===== config.mk =====
export PLATFORM = sky130hd
export DESIGN_NAME = mem_arbiter
export DESIGN_NICKNAME = d
export VERILOG_FILES = /design/src/rtl/mem_arbiter_pkg.sv /design/src/rtl/mem_arbiter_request_latch.sv /design/src/rtl/mem_arbiter.sv
export SDC_FILE = /design/constraint.sdc
export NUM_CORES = 1
export LEC_CHECK = 0
export CORE_AREA = 2 2 641 643
export DETAILED_ROUTE_END_ITERATION = 8
export DIE_AREA = 0 0 643 645
export GPL_TIMING_DRIVEN = 1
export PLACE_DENSITY = 0.3
export SYNTH_ARGS = -nofsm -noshare
export SYNTH_HDL_FRONTEND = slang
export SYNTH_SLANG_ARGS = --single-unit

===== constraint.sdc =====
create_clock -name clk -period 2.19 [get_ports clk]
set_input_delay 0.657 -clock clk [delete_from_list [all_inputs] [get_ports clk]]
set_output_delay 0.657 -clock clk [all_outputs]
set_load 0.1 [all_outputs]

===== src/rtl/mem_arbiter_pkg.sv =====
// Shared types and constants for the I/D memory port arbiter.
// Line width is shared with the caches so every side agrees on the burst size.
package mem_arbiter_pkg;

    localparam int LINE_WIDTH = 256;

    typedef enum logic [1:0] {
        IDLE    = 2'd0,
        GRANT_I = 2'd1,
        GRANT_D = 2'd2
    } arb_state_t;

    typedef enum logic {
        SIDE_I = 1'b0,
        SIDE_D = 1'b1
    } arb_side_t;

    // On a tie the side that was not served last wins.
    function automatic arb_side_t other_side(input arb_side_t s);
        return (s == SIDE_I) ? SIDE_D : SIDE_I;
    endfunction

endpackage


===== src/rtl/mem_arbiter_request_latch.sv =====
// Holds the granted transaction (op, line-aligned address, write line) for
// the whole memory access, so the requester is free to drop its inputs.
module arb_request_latch #(
    parameter int ADDR_WIDTH = 32,
    parameter int LINE_WIDTH = mem_arbiter_pkg::LINE_WIDTH
) (
    input  logic                  clk,
    input  logic                  rst,
    input  logic                  load,
    input  logic                  load_write,
    input  logic [ADDR_WIDTH-1:0] load_address,
    input  logic [LINE_WIDTH-1:0] load_wdata,
    output logic                  op_write,
    output logic [ADDR_WIDTH-1:0] address,
    output logic [LINE_WIDTH-1:0] wdata
);

    localparam logic [ADDR_WIDTH-1:0] OFFSET_MASK =
        ADDR_WIDTH'((LINE_WIDTH / 32'sd8) - 32'sd1);

    logic                  op_write_r;
    logic [ADDR_WIDTH-1:0] address_r;
    logic [LINE_WIDTH-1:0] wdata_r;

    function automatic logic [ADDR_WIDTH-1:0] line_align(input logic [ADDR_WIDTH-1:0] a);
        return a & ~OFFSET_MASK;
    endfunction

    // Capture the winner's request on the grant edge.
    always_ff @(posedge clk) begin
        if (rst) begin
            op_write_r <= 1'b0;
            address_r  <= '0;
            wdata_r    <= '0;
        end else if (load) begin
            op_write_r <= load_write;
            address_r  <= line_align(load_address);
            wdata_r    <= load_wdata;
        end else begin
            op_write_r <= op_write_r;
            address_r  <= address_r;
            wdata_r    <= wdata_r;
        end
    end

    assign op_write = op_write_r;
    assign address  = address_r;
    assign wdata    = wdata_r;

endmodule


===== src/rtl/mem_arbiter.sv =====
// Round-robin arbiter serialising I-side and D-side line transactions onto
// one physical memory port; a granted transaction always runs to mem_resp.
module mem_arbiter #(
    parameter int ADDR_WIDTH = 32,
    parameter int LINE_WIDTH = mem_arbiter_pkg::LINE_WIDTH
) (
    input  logic                  clk,
    input  logic                  rst,
    input  logic                  i_read,
    input  logic                  i_write,
    input  logic [ADDR_WIDTH-1:0] i_address,
    input  logic [LINE_WIDTH-1:0] i_wdata,
    output logic [LINE_WIDTH-1:0] i_rdata,
    output logic                  i_resp,
    input  logic                  d_read,
    input  logic                  d_write,
    input  logic [ADDR_WIDTH-1:0] d_address,
    input  logic [LINE_WIDTH-1:0] d_wdata,
    output logic [LINE_WIDTH-1:0] d_rdata,
    output logic                  d_resp,
    output logic                  mem_read,
    output logic                  mem_write,
    output logic [ADDR_WIDTH-1:0] mem_address,
    output logic [LINE_WIDTH-1:0] mem_wdata,
    input  logic [LINE_WIDTH-1:0] mem_rdata,
    input  logic                  mem_resp
);

    import mem_arbiter_pkg::*;

    arb_state_t            state_r;
    arb_side_t             last_grant_r;
    arb_side_t             winner_s;
    logic                  req_i_s;
    logic                  req_d_s;
    logic                  grant_s;
    logic                  win_write_s;
    logic [ADDR_WIDTH-1:0] win_address_s;
    logic [LINE_WIDTH-1:0] win_wdata_s;
    logic                  op_write_s;
    logic                  busy_s;

    // Pick the winner for this IDLE cycle and mux its request fields.
    always_comb begin
        req_i_s       = i_read | i_write;
        req_d_s       = d_read | d_write;
        winner_s      = SIDE_I;
        win_write_s   = 1'b0;
        win_address_s = '0;
        win_wdata_s   = '0;
        if (req_i_s && req_d_s) begin
            winner_s = other_side(last_grant_r);
        end else if (req_d_s) begin
            winner_s = SIDE_D;
        end else begin
            winner_s = SIDE_I;
        end
        grant_s = (state_r == IDLE) && (req_i_s || req_d_s);
        if (winner_s == SIDE_D) begin
            win_write_s   = d_write;
            win_address_s = d_address;
            win_wdata_s   = d_wdata;
        end else begin
            win_write_s   = i_write;
            win_address_s = i_address;
            win_wdata_s   = i_wdata;
        end
    end

    arb_request_latch #(
        .ADDR_WIDTH(ADDR_WIDTH),
        .LINE_WIDTH(LINE_WIDTH)
    ) u_latch (
        .clk         (clk),
        .rst         (rst),
        .load        (grant_s),
        .load_write  (win_write_s),
        .load_address(win_address_s),
        .load_wdata  (win_wdata_s),
        .op_write    (op_write_s),
        .address     (mem_address),
        .wdata       (mem_wdata)
    );

    // Arbiter FSM; mem_resp outside a grant is ignored.
    always_ff @(posedge clk) begin
        if (rst) begin
            state_r      <= IDLE;
            last_grant_r <= SIDE_I;
        end else begin
            case (state_r)
                IDLE: begin
                    if (grant_s) begin
                        state_r <= (winner_s == SIDE_D) ? GRANT_D : GRANT_I;
                    end else begin
                        state_r <= IDLE;
                    end
                end
                GRANT_I: begin
                    if (mem_resp) begin
                        state_r      <= IDLE;
                        last_grant_r <= SIDE_I;
                    end else begin
                        state_r <= GRANT_I;
                    end
                end
                GRANT_D: begin
                    if (mem_resp) begin
                        state_r      <= IDLE;
                        last_grant_r <= SIDE_D;
                    end else begin
                        state_r <= GRANT_D;
                    end
                end
                default: begin
                    state_r      <= IDLE;
                    last_grant_r <= SIDE_I;
                end
            endcase
        end
    end

    // Strobes drop in the resp cycle so they can never touch the next transaction.
    assign busy_s    = (state_r != IDLE);
    assign mem_read  = busy_s & ~op_write_s & ~mem_resp;
    assign mem_write = busy_s &  op_write_s & ~mem_resp;
    assign i_resp    = (state_r == GRANT_I) & mem_resp;
    assign d_resp    = (state_r == GRANT_D) & mem_resp;
    assign i_rdata   = mem_rdata;
    assign d_rdata   = mem_rdata;

endmodule


==> results of run 1 <==
==> state kept, by name (all words and copies together) (netlist names) <==
| register | cells |
|---|---|
| u_latch.wdata | 256 |
| last_grant_r | 1 |
| u_latch.address | 27 |
| u_latch.op_write | 1 |
| state_r | 2 |
==> metal layers <==
metal,vias to the layer above,GRT usage [%],wire (um)
met2,1427,18.4,112000
met1,7993,9.22,68600
met3,401,6.30,30100
met5,-,1.30,817
met4,24,3.78,9900
li1,6501,-,-
==> kinds of logic after synthesis <==
family,after synthesis,synth area share [%]
buffers and inverters,675,28.8
and+or+nand+nor,300,16.4
AOI/OAI and AO/OA,291,18.3
DFF,287,36.4
other,1,0.0238
==> worst min-delay path, delay by kind of cell <==
| family | cells | cell delay [ps] |
|---|---|---|
| simple gates | 2 | 190 |
| buf+inv | 1 | 160 |
| compound gates | 1 | 60 |
==> worst min path at each step <==
stage                            start            endpoint  cells after the start
detailed placement  u_latch.wdata[138]  u_latch.wdata[138]                      1
CTS                       i_wdata[100]  u_latch.wdata[100]                      2
finish                        mem_resp        last_grant_r                      4
global placement    u_latch.wdata[142]  u_latch.wdata[142]                      1
global route                  mem_resp        last_grant_r                      4
floorplan                 last_grant_r        last_grant_r                      2
==> cells in the final DEF (no fill, tap or decap), types with 3 or more instances in the layout <==
cell type / synthesis / final
nor4b_1: 283 / 46
conb_1: 1 / 5
clkbuf_8: 0 / 9
dfxtp_1: 287 / 226
dfxtp_2: 0 / 49
nor2_4: 0 / 3
nor4b_4: 0 / 56
buf_12: 0 / 258
clkinvlp_4: 0 / 4
dfxtp_4: 0 / 12
clkinv_4: 0 / 3
nor4b_2: 0 / 181
buf_8: 0 / 10
clkinv_2: 0 / 4
buf_4: 517 / 178
a221o_1: 284 / 284
clkbuf_1: 81 / 9
clkdlybuf4s50_1: 0 / 567
diode_2: 0 / 19
inv_6: 0 / 4
bufinv_16: 0 / 7
dlymetal6s2s_1: 0 / 3
clkbuf_16: 0 / 54
buf_6: 0 / 28
buf_16: 0 / 39
==> layout make-up <==
cell class | count | area share (%)
diodes | 19 | 0.132
inverters | 1 | 0.0209
clock inverters | 22 | 0.958
multi-input cells | 596 | 21.0
repair buffers | 1092 | 38.8
clock buffers | 66 | 3.78
well taps | 5451 | 19.0
flip-flops and latches | 287 | 16.3
==> synthesized netlist by cell type, types with 2 or more instances <==
cell      number
buf_4        517
dfxtp_1      287
a221o_1      284
nor4b_1      283
clkbuf_1      81
buf_2         63
buf_1         13
nor2_1         3
nor3b_1        3
nand2_1        2
nand2b_1       2
nor3_1         2
==> metrics by stage <==
step                instance area (um^2)  power (mW)  worst slack (ps)  setup TNS [ps]  hold WS, ps
floorplan                          15800        17.4              43.0               0          439
global route                       35900        30.1              -324           -9810          395
CTS                                35500        29.8              -388          -26220          407
global placement                   29800        19.2             -1340         -321790          471
finish                             35900        29.0              -218           -1240          434
detailed placement                 29800        19.2             -1310         -302170          474
==> power groups by stage <==
stage          Combinational (mW)  Sequential (mW)  Clock [mW]
6_report                     13.4             6.95        8.64
5_1_grt                      13.9             7.02        9.22
2_1_floorplan                5.97             11.5           0
4_1_cts                      13.7             6.96        9.16
3_3_place_gp                 12.2             7.02           0
3_5_place_dp                 12.2             7.01           0
==> what timing repair did <==
item | in CTS | in global routing
setup buffers | 66 | 18
pin swaps | 15 | 46
resized for setup | 398 | 154
endpoints found under the setup margin | 349 | 288
gates cloned | 49 | 7
==> impl_results.md, run 1 <==
- Sink Count: 287
- Comb power frac: 46.2%
- CP Max Fanout: 3
- DRC Markers: 0
- Setup violators final: 34
- Final Hold Vio Count: 0
- Wire per inst: 29.4 um
- Nets: 2865
- Sw frac: 44.7%
- Final min period: 2410 ps
- Vias: roughly 16000
- Max Freq: about 0.42 GHz
- CTS tree: yes
- Post-synthesis cell area: 0.0158 mm^2
- Main synth FF type: dfxtp_1
- Run status: finished, violations left
- Crit path kind: flop to output port
- Largest net degree at the start of global routing: between 50 and 60
- Antenna-violating nets left: 0
- Worst-skew pair later-pin latency: 730 ps
- CORE AREA: 0.408 mm^2
- Worst r2r path cells: 10
- Post-synth EDFFs: 0
- Filler cells: 47248
- Reg2reg end: u_latch.wdata[25]
- Avg Synthesized Cell Area: 10.2 um^2
- DR pass1 iterations: 5
- Peak supply drop: around 0.00053 V
- Psw: 13.0 mW
- Clock skew: 49.2 ps
- Sum of net half-perimeters after detailed placement: 182 mm
- Synth Register Bits: 287
- Area leader, netlist: dfxtp_1
- GPL Wtd Cong: 0.821
- FFs w/ async S/R, synth: 0%
- Num CTS Buffers: 48
- Fin util: 8.80%
- Crit start category: flop
- Unrepaired setup endpoints after global routing: yes
- Post-Layout Cell Count: between 7000 and 8000
- Post-route clock period utilization: 110%
- Most used cell, CP: buf_6
- Die ar.: a little over 0.4 mm^2
- R2R setup slack: -70 ps
- CTS clk-pin slew, worst paths: roughly 60 ps
- Crit path capture type: output port
- Violated checks: setup timing
- Register area: approximately 0.0059 mm^2
- Crit-path cells: buf_6 -> buf_6 -> nand2_2 -> or2_4 -> clkinvlp_4 -> buf_12
- CP Data Arrival Time: 1750 ps
- Root Driver: clkbuf_16
- CP max stage delay: 350 ps
- Slew Viols, Final: 0
- Port Buf Inserts: 859
- CTS Hold Bufs: 0
- Buf/Inv on CP: 4
- CP max stage cell: dfxtp_4
- Critical Path End: d_resp
- PD cells: 807 mW/mm^2
- Required @ worst endpoint: 1530 ps
- Width of the die: 643 um
- Initial antenna violation count: 80
- Grt ovf: 0
- Sequential area share after synthesis: 36.4%
- Pleak: roughly 11 nW
- GRT Total Usage: 10.2%
- Post-route setup slack: -218 ps
- Synth area leaders: dfxtp_1, buf_4, a221o_1
- Starting Density: 3.87%
- Critical path startpoint: state_r[1]
- First-pass GRT wire length: 261 mm
- Die height: between 600 and 700 um
- Internal power: 16.0 mW
- Mapped Cells: 1554
- Layout area overhead: 128%
- Crit path depth: 6
- CTS Buffer Depth: 3
- Yosys top cell area share: 36.4%
- Num ports: 1643
- Iter 0 DRT Violations: 1357
- Yosys cell types: 26
- Worst hold path class: input pin to flop
- Max-cap viol count: 0
- Slew HR: 58.4%
- H-tree levels: 2
- Clk pwr share: 29.8%
- CP top delay family: buffers and inverters
- Vias in the first global route: 16535
- Dpl cells: 7327
- Reg-to-Reg Start: state_r[1]
- Sequential Power Share: 24.0%
- Multi-input logic area: 0.00755 mm^2
- Ratio of cells with drive above 1 in the final layout: 44.1%
- Routed vias/inst: approximately 2.2
- # rows: 235
- Worst Tran Pin Value: approximately 620 ps
- Yosys warns: 0
- Final wirelength: 222 mm
(Power assumes the default switching activity.)
==> inputs of run 2 (changes only) <==
- CORE_AREA: 2 2 641 643 -> 2 2 649 651
- DIE_AREA: 0 0 643 645 -> 0 0 651 653
- SYNTH_HIERARCHICAL: unset -> 1
==> run 2 against run 1 <==
The run still ends with setup timing left. Final cell count grew 2.3%. Routed wire length grew 5.6%. Power shrank 8.9%. Critical path type unchanged. Critical endpoint is now i_resp. Largest cell class unchanged. Largest power group unchanged. Highest routed layer unchanged.
==> impl_results.md, run 2 <==
- Die height: 653 um
- Mapped Cells: 1777
- Max FFs per register: roughly 260
- Worst hold path class: input pin to flop
- GRT Total Usage: 10.6%
- Buf/Inv on CP: 2
- CP top delay family: flip-flops
- GPL Wtd Cong: 0.753
- H-tree levels: 2
- Crit start category: flop
- CP max stage delay: 370 ps
- Nets: 2988
- Sum of net half-perimeters after detailed placement: 213 mm
- Placed Area: around 0.03 mm^2
- Design area: 0.0325 mm^2
- Antenna-violating nets left: 0
- CTS Hold Bufs: 0
- Sum Neg Setup Slack: -230 ps
- Largest net degree at the start of global routing: 74
- Run status: finished, violations left
- DR pass1 iterations: 4
- Unrepaired setup endpoints after global routing: yes
- Num ports: 1643
- Die ar.: 0.425 mm^2
- Layout area overhead: 82.4%
- Smallest hold slack: 295 ps
- Crit path kind: flop to output port
- Initial antenna violation count: around 150
- Pleak: 11.6 nW
- Grt ovf: 0
- Starting Density: 4.26%
- Worst-skew pair later-pin latency: approximately 700 ps
- CTS tree: yes
- Final min period: 2280 ps
- CORE AREA: 0.418 mm^2
- Post-route setup slack: -93.8 ps
- Wire per inst: 30.3 um
- Crit path depth: 3
- Routed vias/inst: 1.94
- # rows: 238
- Ratio of cells with drive above 1 in the final layout: 24.7%
- First-pass GRT wire length: approximately 270 mm
- M2 GR Usage: 15.1%
- CTS clk-pin slew, worst paths: 60 ps
- Iter 0 DRT Violations: 599
- Most common cell after layout, fill and taps aside: clkdlybuf4s50_1
- Vias: 14968
- Setup violators final: 4
- Max-cap viol count: 0
- GRT met1 Usage: 10.1%
- Vias in the first global route: 15245
- Clock skew: approximately 31 ps
- DRC Markers: 0
- Sink Count: 287
- Crit path capture type: output port
- CTS Buffer Depth: 3
- Post-route clock period utilization: 104%
- Post-synthesis cell area: 0.0178 mm^2
- Most frequent cells in the layout: clkdlybuf4s50_1, nor2_1, mux2i_1
- Filler cells: 48579
- Root Driver: clkbuf_16
- Slew Viols, Final: 0
- Final wirelength: 234 mm
- Port Buf Inserts: 859
- PD cells: approximately 810 mW/mm^2
- Hold Path Stages: 2
- Violated checks: setup timing
- Final Hold Vio Count: 0
- Busiest grt layer: met2
- CP Max Fanout: 3
- Max Freq: 0.438 GHz
- Worst r2r path cells: 6
- Crit-path cells: inv_4 -> nor3b_4 -> buf_12
- Setup slack at placement: -596 ps
- CP Data Arrival Time: 1630 ps
- Avg Synthesized Cell Area: approximately 10 um^2
- Required @ worst endpoint: 1530 ps
- Met3 usage: 12.4%
- Peak supply drop: slightly below 0.0006 V
- Num CTS Buffers: 47
- Width of the die: between 600 and 700 um
- CP max stage cell: dfxtp_4
- Yosys warns: 6
==> run 2: report_power, final <==
part	switching, mW	internal, mW	total (mW)
clock network	3.35	4.35	7.70
logic	8.10	4.14	12.2
registers	0.608	5.88	6.48
total	12.1	14.4	26.4
==> run 2: layout make-up <==
class | instances | area (um^2) | share of cell area, %
Antenna cell | 7 | 17.5 | 0.0539
Clock buffer | 63 | 1290 | 3.96
Multi-Input combinational cell | 879 | 7320 | 22.5
Inverter | 3 | 16.3 | 0.0501
Sequential cell | 287 | 5760 | 17.7
Tap cell | 5520 | 6910 | 21.3
Timing Repair Buffer | 931 | 11000 | 33.8
Clock inverter | 19 | 195 | 0.601
==> run 2: through the flow <==
| step | total power, mW | std cells | util, % |
|---|---|---|---|
| CTS | 27.6 | 7701 | 7.75 |
| finish | 26.4 | 7709 | 7.76 |
| global route | 28.0 | 7705 | 7.76 |
| floorplan | 17.9 | 1781 | - |
| global placement | 19.0 | 7617 | 7.28 |
| detailed placement | 19.0 | 7617 | 7.28 |
==> run 2: repair_timing <==
action,CTS,global route
resized for setup,136,6
pin swaps,3,1
buffers inserted,3,1
setup endpoints to repair,102,4
==> run 2: per-layer routing <==
metal  routed length (um)  vias to the layer above
met5                  722                        -
met4                 4470                       44
met3                58700                      367
met2                92900                     1720
met1                77100                     6675
li1                     -                     6162
==> run 2: worst paths after layout <==
kind	from	slack, ps	endpoint
worst min register to register	u_latch/wdata[134]	490	u_latch/wdata[134]
worst max-delay path	state_r[0]	-90	i_resp
worst max register to register	state_r[0]	190	u_latch/wdata[53]
worst min-delay path	rst	300	u_latch/wdata[227]
